--- src/rtl/fib_term_controller.sv ---
// -----------------------------------------------------------------------------
// fib_term_controller
//
// Request/response sequencer around a Fibonacci datapath (F(0)=0, F(1)=1).
// A term index is accepted over a valid/ready handshake. The internal pair
// (a,b) = (F(k),F(k+1)) then steps forward one term per cycle (single rate)
// or two terms per cycle (double rate). The controller returns
// F(idx) mod 2^WIDTH together with a sticky overflow flag. Nothing runs while
// the controller is idle, so several upstream users can share one generator.
//
// Ports:
//   clk          in   system clock, all state updates on the rising edge
//   rst          in   asynchronous active-low reset
//   req_valid    in   request present
//   req_ready    out  controller can accept a request (IDLE only)
//   req_idx      in   requested term index, sampled at the accepting edge
//   req_double   in   1 = double-rate stepping, 0 = single-rate
//   rsp_valid    out  result available (DONE)
//   rsp_ready    in   consumer accepts the result
//   rsp_value    out  F(idx) mod 2^WIDTH
//   rsp_overflow out  true F(idx) >= 2^WIDTH
//   busy         out  controller is in CALC or DONE
// -----------------------------------------------------------------------------
module fib_term_controller #(
  parameter int WIDTH = 16,
  parameter int IDX_W = 6
) (
  input  logic             clk,
  input  logic             rst,
  input  logic             req_valid,
  output logic             req_ready,
  input  logic [IDX_W-1:0] req_idx,
  input  logic             req_double,
  output logic             rsp_valid,
  input  logic             rsp_ready,
  output logic [WIDTH-1:0] rsp_value,
  output logic             rsp_overflow,
  output logic             busy
);

  localparam logic [1:0] ST_IDLE = 2'd0;
  localparam logic [1:0] ST_CALC = 2'd1;
  localparam logic [1:0] ST_DONE = 2'd2;

  localparam logic [IDX_W-1:0] REM_ZERO = {IDX_W{1'b0}};
  localparam logic [IDX_W-1:0] REM_ONE  = IDX_W'(1'b1);
  localparam logic [IDX_W-1:0] REM_TWO  = IDX_W'(2'd2);

  logic [1:0]       state_r, state_s;
  logic [WIDTH-1:0] a_r, a_s;
  logic [WIDTH-1:0] b_r, b_s;
  logic [IDX_W-1:0] rem_r, rem_s;
  logic             mode_r, mode_s;
  logic             ovf_a_r, ovf_a_s;
  logic             ovf_b_r, ovf_b_s;

  logic [WIDTH:0]   sum1_s;     // a + b with carry out
  logic [WIDTH+1:0] sum2_s;     // a + 2b with two guard bits
  logic             dbl_step_s;
  logic [IDX_W-1:0] step_s;

  // Adders shared by both step kinds; the guard bits carry the overflow info.
  always_comb begin
    sum1_s = {1'b0, a_r} + {1'b0, b_r};
    sum2_s = {2'b00, a_r} + {1'b0, b_r, 1'b0};
  end

  // Double stepping only while at least two terms remain; the odd last term
  // of a double-rate request falls back to a single step.
  always_comb begin
    if (mode_r && (rem_r >= REM_TWO)) begin
      dbl_step_s = 1'b1;
      step_s     = REM_TWO;
    end else begin
      dbl_step_s = 1'b0;
      step_s     = REM_ONE;
    end
  end

  // Next-state and datapath update logic.
  always_comb begin
    state_s = state_r;
    a_s     = a_r;
    b_s     = b_r;
    rem_s   = rem_r;
    mode_s  = mode_r;
    ovf_a_s = ovf_a_r;
    ovf_b_s = ovf_b_r;
    case (state_r)
      ST_IDLE: begin
        if (req_valid) begin
          a_s     = {WIDTH{1'b0}};
          b_s     = WIDTH'(1'b1);
          ovf_a_s = 1'b0;
          ovf_b_s = 1'b0;
          rem_s   = req_idx;
          mode_s  = req_double;
          if (req_idx != REM_ZERO) begin
            state_s = ST_CALC;
          end else begin
            state_s = ST_DONE;
          end
        end else begin
          state_s = ST_IDLE;
        end
      end
      ST_CALC: begin
        if (dbl_step_s) begin
          a_s     = sum1_s[WIDTH-1:0];
          b_s     = sum2_s[WIDTH-1:0];
          ovf_a_s = ovf_a_r | ovf_b_r | sum1_s[WIDTH];
          ovf_b_s = ovf_a_r | ovf_b_r | (|sum2_s[WIDTH+1:WIDTH]);
        end else begin
          a_s     = b_r;
          b_s     = sum1_s[WIDTH-1:0];
          ovf_a_s = ovf_b_r;
          ovf_b_s = ovf_a_r | ovf_b_r | sum1_s[WIDTH];
        end
        rem_s = rem_r - step_s;
        // The step that exhausts the count moves to DONE on the same edge.
        if (rem_r == step_s) begin
          state_s = ST_DONE;
        end else begin
          state_s = ST_CALC;
        end
      end
      ST_DONE: begin
        if (rsp_ready) begin
          state_s = ST_IDLE;
        end else begin
          state_s = ST_DONE;
        end
      end
      default: begin
        state_s = ST_IDLE;
      end
    endcase
  end

  // State and datapath registers with asynchronous active-low reset.
  always_ff @(posedge clk or negedge rst) begin
    if (!rst) begin
      state_r <= ST_IDLE;
      a_r     <= {WIDTH{1'b0}};
      b_r     <= WIDTH'(1'b1);
      rem_r   <= REM_ZERO;
      mode_r  <= 1'b0;
      ovf_a_r <= 1'b0;
      ovf_b_r <= 1'b0;
    end else begin
      state_r <= state_s;
      a_r     <= a_s;
      b_r     <= b_s;
      rem_r   <= rem_s;
      mode_r  <= mode_s;
      ovf_a_r <= ovf_a_s;
      ovf_b_r <= ovf_b_s;
    end
  end

  // Outputs are pure decodes of registers; the result is zero outside DONE.
  always_comb begin
    req_ready = (state_r == ST_IDLE);
    busy      = (state_r != ST_IDLE);
    rsp_valid = (state_r == ST_DONE);
    if (state_r == ST_DONE) begin
      rsp_value    = a_r;
      rsp_overflow = ovf_a_r;
    end else begin
      rsp_value    = {WIDTH{1'b0}};
      rsp_overflow = 1'b0;
    end
  end

endmodule

--- config.mk ---
export PLATFORM = sky130hd
export DESIGN_NAME = fib_term_controller
export DESIGN_NICKNAME = d
export VERILOG_FILES = /design/src/rtl/fib_term_controller.sv
export SDC_FILE = /design/constraint.sdc
export NUM_CORES = 1
export LEC_CHECK = 0
export BUFFER_PORTS_ARGS = -buffer_cell sky130_fd_sc_hd__buf_2
export CAP_MARGIN = 0
export CORE_MARGIN = 2
export CORE_UTILIZATION = 56
export CTS_BUF_LIST = sky130_fd_sc_hd__clkbuf_4
export CTS_CLUSTER_DIAMETER = 30
export DETAILED_ROUTE_END_ITERATION = 12
export PLACE_DENSITY = 0.83
export SLEW_MARGIN = 20
export SYNTH_ARGS = -nofsm -noshare
export SYNTH_HDL_FRONTEND = slang
export SYNTH_SLANG_ARGS = --single-unit
--- constraint.sdc ---
create_clock -name clk -period 2.77 [get_ports clk]
set_input_delay 0.831 -clock clk [delete_from_list [all_inputs] [get_ports clk]]
set_output_delay 0.831 -clock clk [all_outputs]
set_load 0.01 [all_outputs]
==> reports/qor.csv, run 1 <==
metric;value;unit
DRT antenna net count;0;
max-slew violations;0;
CP Class;register to register;
Max clock buf depth;2;
slowest stage delay, CP;0.42;ns
Avg Cell Area, Syn;8.363;um^2
worst-path cell chain;ha_1, fa_1, a21o_1, a221oi_2, o21ai_2, a2111o_1, a31oi_1, o31ai_1;
Worst path slowest cell;dfrtp_1;
vias per inst;6.459;
cell area after synthesis;3655;um^2
# DRC;0;
Synth async-reset ratio;1.000;
Port Buffer Count;30;
final period utilization;0.9420;
Fmax;383.3;MHz
grt ovf;0;
DPL Wire Length;6923;um
final core utilization;0.6288;
Antenna Cells;0;
Seq/Total Area, Yosys;0.2948;
Die Span Y;84.79;um
gp weighted congestion;0.9240;
Pre-Repair DR Iteration Count;5;
Wirelength per Cell;17.27;um
vias in the first global route;3291;
Worst-Margin Slew;0.7879;ns
P&R area growth vs syn;8.627;%
crit end category;register;
CP delay by family, top;compound AO/OA/AOI/OAI gates;
outcome;finished, final reports clean;
post-route setup slack;0.1608;ns
post-CTS setup repair buffer count;0;
Crit path buffers/inverters;0;
pre-CTS WS;0.1638;ns
Max Cap Viol;0;
CTS sink count;43;
Unique masters post-synth;57;
reg2reg path depth;8;
CTS tree;built;
I/O Pins;31;
nets;509;
effective utilization at floorplan;0.5789;
Worst-Skew Late Latency;0.38;ns
reg2reg setup slack;0.16;ns
Worst setup SP type;register;
RSZ-0062 raised after global routing;false;
Synth Flop Type;dfrtp_1;
number of DRC markers in iteration 0;279;
Fin. Hold Viols;0;
row count;29;
initial antenna violation count;0;
WP depth;8;
clock period minus worst slack;2.609;ns
Max transition margin;0.4744;
final setup fails;0;
GRT Util Overall;0.2737;
Core ar.;6314;um^2
CTS root buf;clkbuf_4;
hold_buf cts;0;
R2R Path Start;a_r[0];
EDFF count, synth;0;
Hold Path Class;input pin to async pin;
share of post-route cells with drive strength above 1;0.1231;
cts bufs inserted;5;
Syn Nets;484;
largest net degree at the start of global routing;44;
post-CTS resize count;0;
Worst EP arrival;2.87;ns
RR Endpoint;b_r[14];
via count;3488;
clk slew on worst S/H paths;0.15;ns
Die X-Extent;84.79;um
worst endpoint required time;3.03;ns
Setup Skew;0.02839;ns
Die ar.;7189;um^2
synth warn;0;
Max Fanout on Critical Path;6;
Sum Neg Setup Slack;0;ns
H-tree levels;2;
cells after synthesis;437;
critical path startpoint;a_r[0];
FF+latch count, synth;43;
Routed Wire Length;9328;um
global-route wire length before repair;15840;um
==> cell type report <==
class | instances | area [um^2]
Clock buffer | 7 | 52.55
Clock inverter | 1 | 30.03
Fill cell | 570 | 2344
Inverter | 12 | 45.04
Multi-Input combinational cell | 361 | 2451
Sequential cell | 43 | 1077
Tap cell | 77 | 96.34
Timing Repair Buffer | 39 | 217.7
==> metrics by stage <==
stage | hold slack [ns] | cells | instance area, um^2
3_5_place_dp | 0.5128 | 532 | 3887
3_3_place_gp | 0.4947 | 532 | 3887
5_1_grt | 0.5517 | 540 | 3970
2_1_floorplan | 0.4710 | 437 | 3655
4_1_cts | 0.5315 | 540 | 3970
6_report | 0.5010 | 540 | 3970
==> registers in the layout, indices dropped and copies added (netlist names) <==
name / cells
rem_r: 6
ovf_a_r: 1
a_r: 16
state_r: 2
mode_r: 1
b_r: 16
ovf_b_r: 1
==> cell usage after synthesis, types with 2 or more instances <==
| library cell | n | area share |
|---|---|---|
| a21oi_1 | 56 | 0.077 |
| dfrtp_1 | 42 | 0.29 |
| nand2_1 | 42 | 0.043 |
| ha_1 | 33 | 0.11 |
| o21ai_0 | 31 | 0.042 |
| nor2_1 | 24 | 0.025 |
| and2_1 | 20 | 0.034 |
| nand3_1 | 18 | 0.025 |
| clkbuf_1 | 16 | 0.016 |
| a21o_1 | 12 | 0.025 |
| inv_1 | 12 | 0.012 |
| xnor2_1 | 12 | 0.029 |
| o211ai_1 | 9 | 0.018 |
| xor2_1 | 9 | 0.022 |
| a31oi_1 | 7 | 0.012 |
| and3_1 | 7 | 0.012 |
| mux2i_1 | 6 | 0.016 |
| nand4_1 | 6 | 0.010 |
| a211oi_1 | 4 | 0.0082 |
| a32oi_1 | 4 | 0.0096 |
| nand2b_1 | 4 | 0.0068 |
| o21bai_1 | 4 | 0.0082 |
| o221ai_1 | 4 | 0.0096 |
| a221o_1 | 3 | 0.0082 |
| a22oi_1 | 3 | 0.0062 |
| fa_1 | 3 | 0.016 |
| nor2b_1 | 3 | 0.0051 |
| or4_1 | 3 | 0.0062 |
| a21boi_0 | 2 | 0.0041 |
| a221oi_1 | 2 | 0.0048 |
| a311oi_1 | 2 | 0.0048 |
| buf_1 | 2 | 0.0021 |
| buf_2 | 2 | 0.0027 |
| mux2_2 | 2 | 0.0062 |
| nand3b_1 | 2 | 0.0041 |
| nor4_1 | 2 | 0.0034 |
| o21a_1 | 2 | 0.0041 |
| o22ai_1 | 2 | 0.0034 |
| or3_1 | 2 | 0.0034 |
==> worst max path at each step <==
stage,end,slack (ns)
3_3_place_gp,b_r[14],0.25
3_5_place_dp,b_r[15],0.16
5_1_grt,b_r[15],0.06
6_report,b_r[14],0.16
2_1_floorplan,rem_r[5],0.20
4_1_cts,b_r[15],0.16
==> cells in the final DEF (no fill, tap or decap), drive strengths merged, types with 2 or more instances in the layout <==
cell type  count
xor2           9
a221o          3
nor4           2
a21oi         56
o211ai        10
a311oi         2
clkbuf         7
ha            33
nor2          24
nor2b          3
a221oi         3
a21o          12
buf           39
a22oi          3
nand2b         4
a32oi          4
or3            2
or4            3
mux2i          6
o22ai          2
nand3b         2
inv           12
dfrtp         42
a31oi          8
o21ai         32
and2          20
nand2         42
nand4          6
nand3         18
o21a           2
a211oi         4
mux2           3
o221ai         4
xnor2         12
fa             3
and3           7
a21boi         2
o21bai         4
==> cell families after synthesis <==
| logic type | Yosys count | share of synthesized area |
|---|---|---|
| AND/OR/NAND/NOR | 135 | 0.1814 |
| multiplexers | 9 | 0.02568 |
| buffers and inverters | 33 | 0.03561 |
| XOR/XNOR | 21 | 0.05033 |
| adder cells (fa/ha/maj) | 36 | 0.1294 |
| flip-flops | 43 | 0.2948 |
| AO/OA/AOI/OAI | 160 | 0.2828 |
==> per-layer routing <==
layer  up-vias  track usage  wire length (um)
met3        17      0.03933               466
met5         -            0                 0
met1      1672       0.3789              4255
met4         0      0.09668               174
met2       122       0.4388              4431
li1       1677            -                 -
Power of run 1 is not shown: default switching activity piles up to over one toggle a cycle in this logic, so the estimate is an artifact.
==> run 2, diff against run 1 <==
Settings changed: ABC_AREA set to 1.
==> run 2 against run 1 <==
Effect of this change:
- worst hold slack got worse by 0.13 ns
- clock skew decreased by 0.019 ns
- first-iteration DRC count increased by 28%
- core utilization decreased by 1.1 points
- critical endpoint is now rsp_value[6]
- highest routed layer unchanged
==> reports/qor.csv, run 2 <==
metric;value;unit;change
post-CTS resize count;0;;unchanged
Core ar.;7370;um^2;+17%
number of DRC markers in iteration 0;357;;+28%
EDFF count, synth;0;;unchanged
WP depth;4;;-4
Synth area leader;dfrtp_1;;
row count;31;;+6.9%
largest net degree at the start of global routing;29;;-34%
CTS tree;built;;
most frequent cells in the layout;nand2_1 (241), inv_1 (121), nand3_1 (61);;
GRT Util Overall;0.2870;;+0.01332
global-route wire length before repair;19620;um;+24%
reg2reg path depth;9;;+1
FF+latch count, synth;43;;unchanged
Die ar.;8413;um^2;+17%
worst endpoint required time;1.94;ns;-1.09 ns
CP Class;register to output pin;;
Sum Neg Setup Slack;0;ns;unchanged
Pre-Repair DR Iteration Count;6;;+1
DRT antenna net count;0;;unchanged
clk slew on worst S/H paths;0.13;ns;-0.02 ns
top flop regs;a_r: 16 flops, b_r: 16 flops, rem_r: 6 flops;;
vias per inst;5.429;;-16%
outcome;finished, final reports clean;;
Synth Flop Type;dfrtp_1;;
post-CTS setup repair buffer count;0;;unchanged
gp weighted congestion;0.9703;;+5.0%
Setup Skew;0.009040;ns;-0.01935 ns
Antenna Cells;0;;unchanged
RSZ-0062 raised after global routing;false;;
Fmax;386.8;MHz;+0.93%
cell area after synthesis;4309;um^2;+18%
pre-CTS WS;0.5096;ns;+0.3458 ns
RR Endpoint;rem_r[4];;
worst-path cell chain;nor2_1, clkinvlp_4, nor2_1, buf_2;;
Worst path slowest cell;dfrtp_1;;
via count;4452;;+28%
placed cells;813;;+53%
nets;768;;+51%
vias in the first global route;4258;;+29%
total placed instance area;4499;um^2;+16%
Worst-Margin Slew;0.4406;ns;-0.3473 ns
cells after synthesis;694;;+59%
Max Fanout on Critical Path;18;;+12
Worst setup SP type;register;;
post-synth top area share;0.2439;;-0.04367
Fin. Hold Viols;0;;unchanged
cts bufs inserted;5;;unchanged
Max transition margin;0.7056;;+0.2312
CTS root buf;clkbuf_4;;
H-tree levels;2;;unchanged
Die X-Extent;91.72;um;+8.2%
P&R area growth vs syn;5.575;%;
post-route setup slack;0.1849;ns;+0.02410 ns
Filler cells;731;;+28%
Syn Nets;741;;+53%
clock period minus worst slack;2.585;ns;-0.02410 ns
# DRC;0;;unchanged
Worst-Skew Late Latency;0.36;ns;-0.02 ns
Die Span Y;91.72;um;+8.2%
count leader, synth;nand2_1;;
Crit path buffers/inverters;2;;+2
Routed Wire Length;11290;um;+21%
crit end category;output pin;;
share of post-route cells with drive strength above 1;0.09154;;-0.03157
CP delay by family, top;buffers and inverters;;
multi-input logic area;2633;um^2;+7.4%
R2R Path Start;rem_r[2];;
Synth top cells by count;nand2_1 (241), inv_1 (121), nand3_1 (61);;
Avg Cell Area, Syn;6.209;um^2;-26%
critical path startpoint;state_r[0];;
DPL Wire Length;8682;um;+25%
Setup crit end;rsp_value[6];;
Hold Path Class;input pin to async pin;;
Synth async-reset ratio;1.000;;unchanged
Final Instance Count excl. Fillers;820;;+52%
Seq/Total Area, Yosys;0.2500;;-0.04476
commonest non-fill, non-tap cell in the layout;nand2_1;;
Critical Path Most Common Cell;nor2_1;;
Max Cap Viol;0;;unchanged
CTS sink count;43;;unchanged
Unique masters post-synth;44;;-23%
final period utilization;0.9333;;-0.008700
final setup fails;0;;unchanged
slowest stage delay, CP;0.42;ns;about the same
final non-filler cell area;4549;um^2;+15%
synth warn;0;;unchanged
hold_buf cts;0;;unchanged
effective utilization at floorplan;0.5847;;+0.005846
reg2reg setup slack;0.50;ns;+0.34 ns
largest cells by area after synthesis;dfrtp_1 (24%), nand2_1 (21%), inv_1 (11%);;
Storage cell area;1077;um^2;unchanged
Worst EP arrival;1.75;ns;-1.12 ns
initial antenna violation count;0;;unchanged
Port Buffer Count;30;;unchanged
I/O Pins;31;;unchanged
grt ovf;0;;unchanged
Max clock buf depth;2;;unchanged
Wirelength per Cell;13.77;um;-20%
max-slew violations;0;;unchanged
run 2: cell types whose count changed after synthesis, moves of 7 or more:
cell / change
nand2_1: +199
inv_1: +109
nand3_1: +43
nor2_1: +36
a21oi_1: -31
and2_1: -18
clkbuf_1: -16
o21ai_0: -14
a21o_1: -12
o21ai_1: +9
a31oi_1: -7
and3_1: -7
nor2_2: +7
xor2_1: -7
run 2: cells by family (layout without fill, tap and decap cells):
family | Yosys count | in the layout | share of synthesized area
AOI/OAI and AO/OA | 72 | 72 | 0.1010
xor gates and xnor gates | 9 | 9 | 0.01829
adders and majority gates | 36 | 36 | 0.1098
buffers and inverters | 141 | 168 | 0.1391
DFF | 43 | 43 | 0.2500
and+or+nand+nor | 393 | 393 | 0.3818
run 2: layer usage:
layer	GRT usage	routed length [um]	vias to the layer above
met5	0	0	-
met4	0.09826	284	0
met3	0.04273	662	26
met2	0.4975	5425	166
met1	0.3653	4921	2037
li1	-	-	2223
run 2: how the worst min path moves through the flow:
stage / start / end / slack [ns] / cells after the start
finish: rst / b_r[3] / 0.37 / 1
global route: rst / a_r[2] / 0.39 / 1
CTS: rst / b_r[3] / 0.37 / 1
detailed placement: a_r[0] / b_r[0] / 0.53 / 2
global placement: a_r[0] / b_r[0] / 0.51 / 2
floorplan: ovf_b_r / ovf_b_r / 0.49 / 2
run 2: stage by stage:
| stage | hold slack (ns) | util |
|---|---|---|
| global route | 0.3857 | 0.6173 |
| CTS | 0.3722 | 0.6168 |
| global placement | 0.5064 | 0.6105 |
| finish | 0.3729 | 0.6173 |
| detailed placement | 0.5262 | 0.6105 |
| floorplan | 0.4913 | - |
run 2: final cells by class:
cell class                      instances  share of cell area
Sequential cell                        43              0.2368
Clock inverter                          2            0.001925
Clock buffer                            5            0.008251
Inverter                              126              0.1059
Tap cell                               99             0.02723
Timing Repair Buffer                   35             0.04125
Multi-Input combinational cell        510              0.5787
Power of run 2 is left out for the same reason.
